--- config.mk ---
export PLATFORM = sky130hd
export DESIGN_NAME = ycbcr2rgb_pipe
export DESIGN_NICKNAME = d
export VERILOG_FILES = /design/src/rtl/ycbcr2rgb_pipe.sv
export SDC_FILE = /design/constraint.sdc
export NUM_CORES = 1
export LEC_CHECK = 0
export ABC_CLOCK_PERIOD_IN_PS = 16400
export CAP_MARGIN = 20
export CORE_MARGIN = 8
export CORE_UTILIZATION = 60
export DETAILED_ROUTE_END_ITERATION = 10
export GPL_TIMING_DRIVEN = 0
export HOLD_SLACK_MARGIN = 0.15
export PLACE_DENSITY_LB_ADDON = 0.3
export SYNTH_ARGS = -nofsm -noshare
export SYNTH_HDL_FRONTEND = slang
export SYNTH_SLANG_ARGS = --single-unit
--- constraint.sdc ---
create_clock -name iClk -period 16.4 [get_ports iClk]
set_input_delay 1.64 -clock iClk [delete_from_list [all_inputs] [get_ports iClk]]
set_output_delay 1.64 -clock iClk [all_outputs]
set_load 0.05 [all_outputs]
--- src/rtl/ycbcr2rgb_pipe.sv ---
// ycbcr2rgb_pipe: full-range BT.601 YCbCr -> RGB, 3-stage valid/ready pipeline.
// Constant multiplies are Q16 shift-add trees. Sideband (SOF/EOL) rides with each
// pixel, and a saturating counter tracks how many pixels of the frame were clamped.
module ycbcr2rgb_pipe #(
  parameter int CLIP_CNT_W = 16,
  parameter bit ROUND_EN   = 1'b1
) (
  input  logic                  iClk,
  input  logic                  iReset_n,
  input  logic [7:0]            iY,
  input  logic [7:0]            iCb,
  input  logic [7:0]            iCr,
  input  logic                  iSof,
  input  logic                  iEol,
  input  logic                  iValid,
  output logic                  oReady,
  output logic [7:0]            oR,
  output logic [7:0]            oG,
  output logic [7:0]            oB,
  output logic                  oSof,
  output logic                  oEol,
  output logic                  oValid,
  input  logic                  iReady,
  output logic [CLIP_CNT_W-1:0] oClipCnt
);

  localparam int STAGES = 3;

  // Q16 coefficients (all fit in 17 unsigned bits)
  localparam logic [16:0] KR  = 17'd91881;
  localparam logic [16:0] KGB = 17'd22553;
  localparam logic [16:0] KGR = 17'd46802;
  localparam logic [16:0] KB  = 17'd116130;

  localparam logic signed [26:0] RND = ROUND_EN ? 27'sd32768 : 27'sd0;

  typedef struct packed {
    logic sof;
    logic eol;
  } sb_t;

  // constant multiply as a shift-add over the set bits of k; 26b holds 116130*|-128|
  function automatic logic signed [25:0] kmul(input logic signed [8:0] d,
                                               input logic [16:0] k);
    logic signed [25:0] dx;
    logic signed [25:0] acc;
    dx  = {{17{d[8]}}, d};
    acc = '0;
    for (int i = 0; i < 17; i++)
      if (k[i]) acc = acc + (dx <<< i);
    return acc;
  endfunction

  // arithmetic >>16 then clamp to [0,255]; bit 8 flags that clamping happened
  function automatic logic [8:0] clamp8(input logic signed [26:0] s);
    logic signed [26:0] sh;
    sh = s >>> 16;
    if (sh < 27'sd0)   return 9'h100;
    if (sh > 27'sd255) return 9'h1FF;
    return {1'b0, sh[7:0]};
  endfunction

  logic en;
  assign en     = ~oValid | iReady;
  assign oReady = en;

  logic [STAGES:1] vld_pipe;
  sb_t  [STAGES:1] sb_pipe;

  // stage 1: centred chroma
  logic [7:0]        s1_y;
  logic signed [8:0] s1_dcb, s1_dcr;

  // stage 2: products and scaled luma
  logic [7:0]         s2_y;
  logic signed [25:0] s2_pr, s2_pgb, s2_pgr, s2_pb;

  // stage 3: clamped result and clip flag
  logic [2:0][7:0] rgb;
  logic            s3_clip;

  // valid and sideband shift together; everything holds while en is low
  always_ff @(posedge iClk) begin
    if (!iReset_n) begin
      vld_pipe <= '0;
      sb_pipe  <= '0;
    end else if (en) begin
      vld_pipe <= {vld_pipe[STAGES-1:1], iValid};
      sb_pipe  <= {sb_pipe[STAGES-1:1], sb_t'{sof: iSof, eol: iEol}};
    end
  end

  // S1 and S2 datapath registers (bubbles flow through with valid=0)
  always_ff @(posedge iClk) begin
    if (!iReset_n) begin
      s1_y   <= '0;
      s1_dcb <= '0;
      s1_dcr <= '0;
      s2_y   <= '0;
      s2_pr  <= '0;
      s2_pgb <= '0;
      s2_pgr <= '0;
      s2_pb  <= '0;
    end else if (en) begin
      s1_y   <= iY;
      s1_dcb <= $signed({1'b0, iCb}) - 9'sd128;
      s1_dcr <= $signed({1'b0, iCr}) - 9'sd128;
      s2_y   <= s1_y;
      s2_pr  <= kmul(s1_dcr, KR);
      s2_pgb <= kmul(s1_dcb, KGB);
      s2_pgr <= kmul(s1_dcr, KGR);
      s2_pb  <= kmul(s1_dcb, KB);
    end
  end

  // S3 combinational sums, index 2=R 1=G 0=B
  logic signed [26:0] yq;
  logic signed [26:0] sum [3];
  logic [2:0][7:0]    val;
  logic [2:0]         clp;

  assign yq     = $signed({3'b000, s2_y, 16'h0000});
  assign sum[2] = yq + 27'(s2_pr) + RND;
  assign sum[1] = yq - 27'(s2_pgb) - 27'(s2_pgr) + RND;
  assign sum[0] = yq + 27'(s2_pb) + RND;

  for (genvar c = 0; c < 3; c++) begin : g_ch
    assign {clp[c], val[c]} = clamp8(sum[c]);
  end

  // S3 output registers
  always_ff @(posedge iClk) begin
    if (!iReset_n) begin
      rgb     <= '0;
      s3_clip <= 1'b0;
    end else if (en) begin
      rgb     <= val;
      s3_clip <= |clp;
    end
  end

  assign oR     = rgb[2];
  assign oG     = rgb[1];
  assign oB     = rgb[0];
  assign oValid = vld_pipe[STAGES];
  assign oSof   = sb_pipe[STAGES].sof;
  assign oEol   = sb_pipe[STAGES].eol;

  // per-frame clip counter: SOF beat restarts at 0/1, otherwise saturating increment
  always_ff @(posedge iClk) begin
    if (!iReset_n) begin
      oClipCnt <= '0;
    end else if (oValid && iReady) begin
      if (oSof)
        oClipCnt <= CLIP_CNT_W'(s3_clip);
      else if (s3_clip && (oClipCnt != '1))
        oClipCnt <= oClipCnt + 1'b1;
    end
  end

endmodule

After elaboration in Yosys (flattened, before gate mapping)
Cells that the tools add are included.
Widths: inputs -> output; s select.
{ "classes": {"add_sub_neg": 39, "magnitude_cmp": 6, "n_eq_ne": 1, "n_mux": 81, "bitwise": 2, "n_reduce_logical": 5} }
{ "op_table": {"columns": ["operator", "count"], "rows": [
  ["$mux 26", 58],
  ["$mux 9", 12],
  ["$add 27x17->27 const B", 3],
  ["$add 26x16->26", 3],
  ["$add 26x19->26", 3],
  ["$add 26x23->26", 3],
  ["$add 25x26->27", 2],
  ["$add 26x12->26", 2],
  ["$add 26x13->26", 2],
  ["$add 26x14->26", 2],
  ["$add 26x15->26", 2],
  ["$add 26x18->26", 2],
  ["$add 26x21->26", 2],
  ["$add 26x22->26", 2],
  ["$add 26x24->26", 2],
  ["$add 26x25->26", 2],
  ["$gt 11x9->1 const B", 3],
  ["$lt 11x1->1 const B", 3],
  ["$mux 16", 2],
  ["$sub 25x26->27", 1],
  ["$sub 27x26->27", 1],
  ["$add 26x17->26", 1],
  ["$add 26x20->26", 1],
  ["$sub 8x8->9 const B", 2],
  ["other kinds (9)", 18]
]} }
{ "totals": {"register_bits": 188, "in_bits": 30, "output_inout_bits": 44, "elab_cells": 154} }

Depth between registers and ports, before layout
Gate-level depths: netlist (run 1).
{ "logic_depth": {"word_depth": 29, "ltp_mapped": 47, "depth_no_buf": 47} }

Worst setup path before layout (run 1)
Ideal clock, no wire load.
{ "synth_path": {"kind": "reg-to-reg", "start": "register s1_dcr[1]", "end": "register s2_pr[22]", "setup_ps": 115, "arrival_ps": 8983, "required_time_ps": 16285, "path_slack_ps": 7302, "path_stages_with_launch": 40, "n_path_buf": 0, "period_less_slack_ps": 9098, "cell_sequence": "dfxtp_1 > inv_1 > fa_1 > xnor2_1 > ha_1 > fa_1 > ha_1 > fa_1 > xor2_1 > ha_1 > a31o_2 > a21oi_1 > nor2b_1 > a221oi_1 > xnor2_1 > ha_1 > o21ai_0 > nand2b_1 > [... 4 more ...] > xnor2_1 > ha_1 > a21o_1 > a21oi_1 > xnor2_1 > ha_1 > a21o_1 > a21oi_1 > xnor2_1 > ha_1 > nor2b_1 > o21ai_0 > nand2b_1 > a21o_1 > a21oi_1 > xor2_1 > o21ai_0 > and2_1"} }
{ "synth_between": {"elab_chain_len": 27} }
{ "synth_rtl": {"columns": ["item", "line_no", "text"], "rows": [
  ["from (decl)", "72", "logic signed [8:0] s1_dcb, s1_dcr;"],
  ["from (signal assigned)", "107", "s1_dcr <= $signed({1'b0, iCr}) - 9'sd128;"],
  ["$mux 26", "104", "end else if (en) begin"],
  ["$mux 26", "95", "if (!iReset_n) begin"],
  ["$add 26x12->26", "50", "if (k[i]) acc = acc + (dx <<< i);"],
  ["$mux 26", "104", null],
  ["$mux 26", "95", null],
  ["$add 26x14->26", "50", null],
  ["$mux 26", "104", null],
  ["$mux 26", "95", null],
  ["[... 11 more ...]", null, null],
  ["$mux 26", "95", null],
  ["$add 26x22->26", "50", null],
  ["$mux 26", "104", null],
  ["$mux 26", "95", null],
  ["$add 26x23->26", "50", null],
  ["$mux 26", "104", null],
  ["$mux 26", "95", null],
  ["$add 26x25->26 *", "50", null],
  ["to (signal assigned)", "109", "s2_pr <= kmul(s1_dcr, KR);"],
  ["to (decl)", "76", "logic signed [25:0] s2_pr, s2_pgb, s2_pgr, s2_pb;"]
]} }
Every way passes the cells marked *; elsewhere a longest branch is shown, timed or not. The select of a mux whose other input is x is not followed.
A chain may end at the register's enable or synchronous reset.

Worst setup path in the final report (run 1)
{ "layout_path": {"start": "register s1_dcr[3]", "end": "register s2_pr[22]"} }
The elaborated chain is that of the path after synthesis.

==> results of run 1 <==
## registers in the layout, summed over array words and instances (netlist names)
name      cells
s1_dcb        8
oSof          1
oClipCnt     16
oB            8
oEol          1
s3_clip       1
vld_pipe      3
s2_pgr       16
sb_pipe       4
s2_pgb       22
s1_dcr        8
s1_y          8
s2_y          8
oR            8
oG            8
s2_pr        16
s2_pb        10
## synth_stat cells (all sizes together), types with 4 or more instances
cell	n
a22o	4
o2111ai	4
nor3	15
nand2	225
nand4	10
and4	4
o21bai	37
o211ai	7
o21a	11
nor2b	27
a21o	58
o211a	14
nand3	17
a211oi	5
a221o	4
a21boi	85
nand2b	23
inv	110
or3	7
fa	32
clkbuf	48
dfxtp	146
ha	215
xnor2	101
xor2	53
and2	22
a31o	5
nor2	49
o21ai	83
a21oi	120
and3	5
## layer usage
layer / track usage (%) / vias up
met5: 0 / -
met4: 9.50 / 0
met3: 3.71 / 66
met2: 43.4 / 310
met1: 32.3 / 5372
li1: - / 5688
## cell usage in the layout, fill, tap and decap left out, drive strengths merged, types with 4 or more instances in the layout
cell type	synthesis	final
and3	5	5
nand2b	23	23
a221o	4	4
clkbuf	48	68
ha	215	215
clkdlybuf4s50	0	73
xor2	53	53
nor2	49	49
o21a	11	11
nor3	15	15
o211ai	7	7
nor2b	27	27
fa	32	32
inv	110	115
buf	3	5
a22o	4	4
or3	7	7
and2	22	22
o21ai	83	83
nand3	17	17
nand2	225	225
a21boi	85	85
dfxtp	146	146
a211oi	5	5
nand4	10	10
a31o	5	5
o2111ai	4	4
a21oi	120	120
and4	4	4
o21bai	37	37
a21o	58	58
xnor2	101	101
o211a	14	14
## worst register-to-register path: cells and delay by family (launching register included)
kind                     cells  cell delay, ns
adder cells (fa/ha/maj)     10            3.07
AO/OA/AOI/OAI               18            3.28
XOR/XNOR                     8            1.59
buffers and inverters        2            0.13
flip-flops                   1            0.96
AND/OR/NAND/NOR              7            0.71
## power groups by stage
stage	clock network, mW	registers, mW	logic (mW)
after global routing	0.404	0.490	1.57
after floorplan	0	0.537	1.01
final	0.387	0.483	1.39
after CTS	0.388	0.483	1.39
after detailed placement	0	0.490	1.37
after global placement	0	0.487	1.33
## worst max path at each step
| stage | end | slack, ns | cells after the start | startpoint |
|---|---|---|---|---|
| 6_report | s2_pr[22] | 6.54 | 45 | s1_dcr[3] |
| 5_1_grt | s2_pr[22] | 5.67 | 44 | s1_dcr[4] |
| 4_1_cts | s2_pr[22] | 6.53 | 43 | s1_dcr[4] |
| 3_5_place_dp | s2_pr[22] | 6.55 | 43 | s1_dcr[1] |
| 3_3_place_gp | s2_pr[22] | 6.04 | 42 | s1_dcr[1] |
| 2_1_floorplan | s2_pr[22] | 7.30 | 39 | s1_dcr[1] |
## kinds of logic (layout without fill, tap and decap cells)
| logic type | Yosys count | count (layout) |
|---|---|---|
| compound gates | 457 | 457 |
| xor+xnor | 154 | 154 |
| fa+ha+maj | 247 | 247 |
| buf+inv | 161 | 268 |
| flops | 146 | 146 |
| mux | 3 | 3 |
| simple gates | 415 | 415 |
## stage by stage
step / worst slack [ns] / util [%]
after global routing: 5.67 / 68.6
after CTS: 6.53 / 68.5
final: 6.54 / 68.6
after floorplan: 7.30 / -
after detailed placement: 6.55 / 65.8
after global placement: 6.04 / 65.7
## layout make-up
type / count / area share, %
Buffer: 51 / 1.37
Clock buffer: 20 / 3.07
Clock inverter: 12 / 0.815
Inverter: 110 / 2.77
Multi-Input combinational cell: 1276 / 64.7
Sequential cell: 146 / 19.6
Tap cell: 280 / 2.35
Timing Repair Buffer: 75 / 5.28
==> reports/results.tsv, run 1 <==
stage	metric	value	unit
placement	placed cell count	1937	
synthesis	ys async rst share	0	%
synthesis	fraction of synthesized cell area in xor and xnor cells	10.2	%
power_and_ir_drop	internal power	1.26	mW
layout	post-route cell area	14900	sq um
clock_network	clk slew on worst S/H paths	0.06	ns
placement	post-DP HPWL	26600	um
power_and_ir_drop	sw frac	44.4	%
drt	uppermost layer routed	met4	
timing	Worst Hold Slack	0.453	ns
power_and_ir_drop	Flop pwr share	21.3	%
clock_network	CTS buffer count	17	
die	Initial Util	60.7	%
drt	metal3 WL	2070	um
drt	Met1 Routed Length	14800	um
placement	routability cong.	0.927	
timing	setup TNS	0	ns
timing	RSZ-0062 raised after global routing	false	
clock_network	CTS Root Cell	clkbuf_16	
die	row count	54	
critical_path	slowest CP cell	dfxtp_1	
clock_network	CTS tree	built	
timing	worst slew pin tran	1.05	ns
synthesis	adder-cell share of the synthesized area	25.3	%
layout	area of the multi-input gates	9630	sq um
synthesis	number of distinct library cells after synthesis	61	
layout	Final #Nets	1954	
synthesis	syn nets	1860	
die	I/O pin count	74	
clock_network	H-Tree Depth	4	
critical_path	most frequent CP cell	ha_1	
grt	Global Route Usage Sum	25.6	%
timing	fmax	101	MHz
power_and_ir_drop	peak supply drop	85.2	uV
critical_path	worst-path fanout max	17	
critical_path	CP Buf/Inv Count	2	
grt	number of global-route vias before repair	11205	
placement	Placed Area	14300	sq um
worst_hold_path	Worst Hold Path EP	oB[0]	
synthesis	multiplexer share of the synthesized area	0.237	%
layout	Final Non-Filler Cells	1970	
synthesis	synthesized flop and latch total	146	
drt	WL/cell	17.2	um
power_and_ir_drop	Pwr Total	2.26	mW
synthesis	Synth Area in Compound Gates	22.8	%
critical_path	reg2reg setup slack	6.54	ns
critical_path	R2R depth	45	
grt	Congestion Overflow GR	0	
critical_path	Largest stage delay, worst path	0.96	ns
power_and_ir_drop	Leakage	7.03	nW
clock_network	CTS Sinks	146	
clock_network	hold_buf cts	0	
critical_path	CP Class	flop to flop	
synthesis	syn avg cell area	8.32	sq um
critical_path	Required @ worst endpoint	16.73	ns
timing	Final Cycle Share	60.1	%
timing	Finish-stage setup viols	0	
grt	initial antenna violation count	0	
synthesis	area leader, netlist	dfxtp_1	
drt	final WL	33900	um
critical_path	critical path launch point type	flop	
synthesis	Synth area leaders	dfxtp_1 22%, ha_1 20%, xnor2_1 6.7%, nand2_1 6.4%, fa_1 4.9%	
power_and_ir_drop	NetSw	1.01	mW
die	core area	21700	sq um
placement	I/O Buffers	73	
power_and_ir_drop	clock power share	17.1	%
critical_path	crit path capture type	flop	
layout	Layout area overhead	13.0	%
synthesis	Post-Synthesis Cells	1583	
synthesis	Primary FF master, synth	dfxtp_1	
synthesis	Post-synth EDFFs	0	
layout	share of cells above drive strength 1	3.08	%
drt	DRT antenna net count	0	
synthesis	Mapped Area	13200	sq um
drt	via count	11436	
worst_hold_path	Worst Hold Path Cells	2	
timing	Final min period	9.86	ns
die	Die Area	27000	sq um
timing	post-route clock skew	0.0126	ns
run_status	status	complete, no violations	
critical_path	Worst path top cell family by delay	compound AO/OA/AOI/OAI gates	
grt	global-route wire length before repair	55600	um
synthesis	Yosys warnings	0	
layout	# diodes	0	
die	die width	164	um
clock_network	post_cts resized	0	
drt	Residual DRC	0	
worst_hold_path	worst hold-check path type	flop to flop	
drt	met2 WL post-DR	16000	um
critical_path	reg-to-reg startpoint	s1_dcr[3]	
timing	Slew headroom	30.0	%
drt	DR iter-0 viols	666	
worst_hold_path	Hold Path Origin	oB[0]	
clock_network	Skew-Pair Late Insertion Delay	0.43	ns
layout	Register Area	2920	sq um
timing	Hold Fails Final Rpt	0	
grt	largest net degree at the start of global routing	24	
drt	vias per inst	5.81	
clock_network	postcts setup bufs	0	
drt	1st-pass router iterations	5	
critical_path	reg2reg end	s2_pr[22]	
power_and_ir_drop	power density over the cells	152	nW/um^2
layout	Fill cells	1754	
run	Max Cap Viol	0	
critical_path	Worst Path Arrival	10.18	ns
power_and_ir_drop	Combinational Power Share	61.6	%
synthesis	largest family of logic cells by synthesized area	adder cells	
die	Die H	164	um
synthesis	Yosys top cell area share	22.2	%
synthesis	Seq/Total Area, Yosys	22.2	%
clock_network	clock tree buffer depth	2	
synthesis	Simple-Gate Fraction of Synth Area	14.5	%
timing	max-slew violations	0	
Power figures use the tool's default switching activity.
==> run 2, diff against run 1 <==
Settings changed: ABC_CLOCK_PERIOD_IN_PS 16400 to 9890.
Clock period 16.4 ns to 9.89 ns, I/O delays scaled along.
==> reports/results.tsv, run 2 (synthesized netlist as in run 1, its figures left out) <==
stage	metric	value	unit	change
grt	initial antenna violation count	0		unchanged
critical_path	slowest CP cell	fa_1		
power_and_ir_drop	Flop pwr share	21.2	%	about the same
power_and_ir_drop	sw frac	44.5	%	+0.065 points
grt	number of global-route vias before repair	11205		unchanged
drt	DR iter-0 viols	677		+1.7%
clock_network	Skew-Pair Late Insertion Delay	0.44	ns	about the same
critical_path	critical path launch point type	flop		
die	die width	164	um	unchanged
placement	routability cong.	0.927		unchanged
die	core area	21700	sq um	unchanged
clock_network	clock tree buffer depth	2		unchanged
clock_network	CTS buffer count	17		unchanged
power_and_ir_drop	Combinational Power Share	61.8	%	+0.2 points
timing	Hold Fails Final Rpt	0		unchanged
die	row count	54		unchanged
critical_path	Worst Path Arrival	9.57	ns	-0.61 ns
layout	max reg flops	22		unchanged
critical_path	R2R depth	42		-6.7%
layout	register with the most flip-flops	s2_pgb		
die	Die H	164	um	unchanged
placement	I/O Buffers	73		unchanged
timing	Slew headroom	44.2	%	+14 points
drt	Residual DRC	0		unchanged
grt	largest net degree at the start of global routing	24		unchanged
timing	max-slew violations	0		unchanged
timing	post-route clock skew	0.0113	ns	-0.00125 ns
drt	vias per inst	5.78		-0.44%
critical_path	most frequent CP cell	ha_1		
layout	Final #Nets	1959		+0.26%
die	Die Area	27000	sq um	unchanged
grt	GRT busiest layer	met2		
placement	placed cell count	1937		unchanged
critical_path	Worst path top cell family by delay	compound AO/OA/AOI/OAI gates		
grt	Congestion Overflow GR	0		unchanged
grt	GRT met1 Usage	32.3	%	unchanged
power_and_ir_drop	Pwr Total	3.78	mW	+67%
grt	M3 GR Usage	3.71	%	unchanged
power_and_ir_drop	power density over the cells	252	nW/um^2	+66%
timing	Final min period	9.24	ns	-0.611 ns
worst_hold_path	worst hold-check path type	flop to flop		
drt	WL/cell	17.2	um	+0.14%
clock_network	CTS Root Cell	clkbuf_16		
power_and_ir_drop	internal power	2.10	mW	+67%
grt	Global Route Usage Sum	25.6	%	unchanged
critical_path	crit path capture type	flop		
drt	1st-pass router iterations	5		unchanged
timing	fmax	108	MHz	+6.6%
clock_network	clk slew on worst S/H paths	0.06	ns	about the same
layout	# diodes	0		unchanged
timing	Finish-stage setup viols	0		unchanged
critical_path	Largest stage delay, worst path	0.48	ns	-0.48 ns
drt	DRT antenna net count	0		unchanged
critical_path	CP Buf/Inv Count	3		+1
die	Initial Util	60.7	%	unchanged
critical_path	reg-to-reg startpoint	s1_dcr[1]		
clock_network	hold_buf cts	0		unchanged
layout	post-route cell area	15000	sq um	+0.78%
worst_hold_path	Hold Path Origin	oB[0]		
critical_path	reg2reg end	s2_pr[22]		
layout	Layout area overhead	13.9	%	
layout	Final Non-Filler Cells	1975		+0.25%
drt	final WL	34000	um	+0.40%
critical_path	Required @ worst endpoint	10.22	ns	-6.51 ns
timing	Worst Hold Slack	0.453	ns	-0.0000140 ns
clock_network	H-Tree Depth	4		unchanged
run_status	status	complete, no violations		
power_and_ir_drop	NetSw	1.68	mW	+67%
drt	via count	11415		-0.18%
critical_path	reg2reg setup slack	0.65	ns	-5.90 ns
power_and_ir_drop	clock power share	17.0	%	about the same
placement	post-DP HPWL	26600	um	unchanged
worst_hold_path	Worst Hold Path EP	oB[0]		
placement	Placed Area	14300	sq um	unchanged
grt	met2 GRT Util	43.4	%	unchanged
power_and_ir_drop	Leakage	7.08	nW	+0.68%
run	Max Cap Viol	0		unchanged
clock_network	CTS Sinks	146		unchanged
die	I/O pin count	74		unchanged
grt	global-route wire length before repair	55600	um	unchanged
layout	share of cells above drive strength 1	4.42	%	+1.3 points
timing	Final Cycle Share	93.5	%	+33 points
layout	most common cell after layout, fill and taps aside	nand2_1		
critical_path	CP Class	flop to flop		
power_and_ir_drop	peak supply drop	141	uV	+66%
worst_hold_path	Worst Hold Path Cells	2		unchanged
layout	leading cell types in the layout, fill and taps excluded	225 x nand2_1, 215 x ha_1, 140 x dfxtp_1, 116 x a21oi_1, 109 x inv_1		
clock_network	CTS tree	built		
critical_path	worst-path fanout max	16		-1
timing	worst slew pin tran	0.837	ns	-0.211 ns
run 2: cell types whose count changed in the layout (fill, tap and decap cells not counted), moves of 2 or more:
cell,change
a21oi_1,-3
dfxtp_4,+4
dfxtp_2,+2
a21oi_2,+3
dfxtp_1,-6
a221oi_1,-2
xnor2_1,-2
xnor2_2,+2
buf_4,+5
a221oi_2,+2
run 2: final cells by class:
type	count	area (sq um)
Multi-Input combinational cell	1276	9690
Fill cell	1734	6690
Sequential cell	146	2940
Timing Repair Buffer	80	823
Clock buffer	20	457
Inverter	110	417
Tap cell	280	350
Buffer	51	205
Clock inverter	12	121
run 2: timing repair:
action | in CTS | in global routing
buffers inserted | 0 | 5
endpoints found under the setup margin | 0 | 6
gates resized for setup | 0 | 25
run 2: per-layer routing:
| layer | part of all wire [%] | wire, um | up-vias |
|---|---|---|---|
| met5 | 0 | 0 | - |
| met4 | 3.1 | 1060 | 0 |
| met3 | 5.0 | 1690 | 71 |
| met2 | 47 | 15900 | 268 |
| met1 | 45 | 15400 | 5374 |
| li1 | - | - | 5702 |
run 2: worst max-delay path by stage:
stage                     slack [ns]         to  cells after the start       from
after floorplan                 0.79  s2_pr[22]                     39  s1_dcr[1]
after global placement         -0.47  s2_pr[22]                     42  s1_dcr[1]
after detailed placement        0.04  s2_pr[22]                     43  s1_dcr[1]
after CTS                       0.02  s2_pr[22]                     43  s1_dcr[4]
after global routing           -0.06  s2_pr[22]                     46  s1_dcr[1]
final                           0.65  s2_pr[22]                     42  s1_dcr[1]
run 2: power groups by stage:
stage	logic [mW]	registers, mW	clock network, mW
after floorplan	1.67	0.891	0
after global placement	2.20	0.808	0
after detailed placement	2.27	0.813	0
after CTS	2.30	0.801	0.644
after global routing	2.63	0.811	0.670
final	2.34	0.801	0.645
run 2: worst min-delay path, delay by kind of cell (launching register included):
| kind | cells | cell delay, ns |
|---|---|---|
| AOI/OAI and AO/OA | 1 | 0.05 |
| and+or+nand+nor | 1 | 0.04 |
| DFF | 1 | 0.33 |
run 2: through the flow:
| stage | utilization, % | setup WS [ns] | TNS, ns |
|---|---|---|---|
| 2_1_floorplan | - | 0.792 | 0 |
| 3_3_place_gp | 65.7 | -0.471 | -1.17 |
| 3_5_place_dp | 65.8 | 0.0411 | 0 |
| 4_1_cts | 68.5 | 0.0222 | 0 |
| 5_1_grt | 69.2 | -0.0631 | -0.0631 |
| 6_report | 69.2 | 0.645 | 0 |
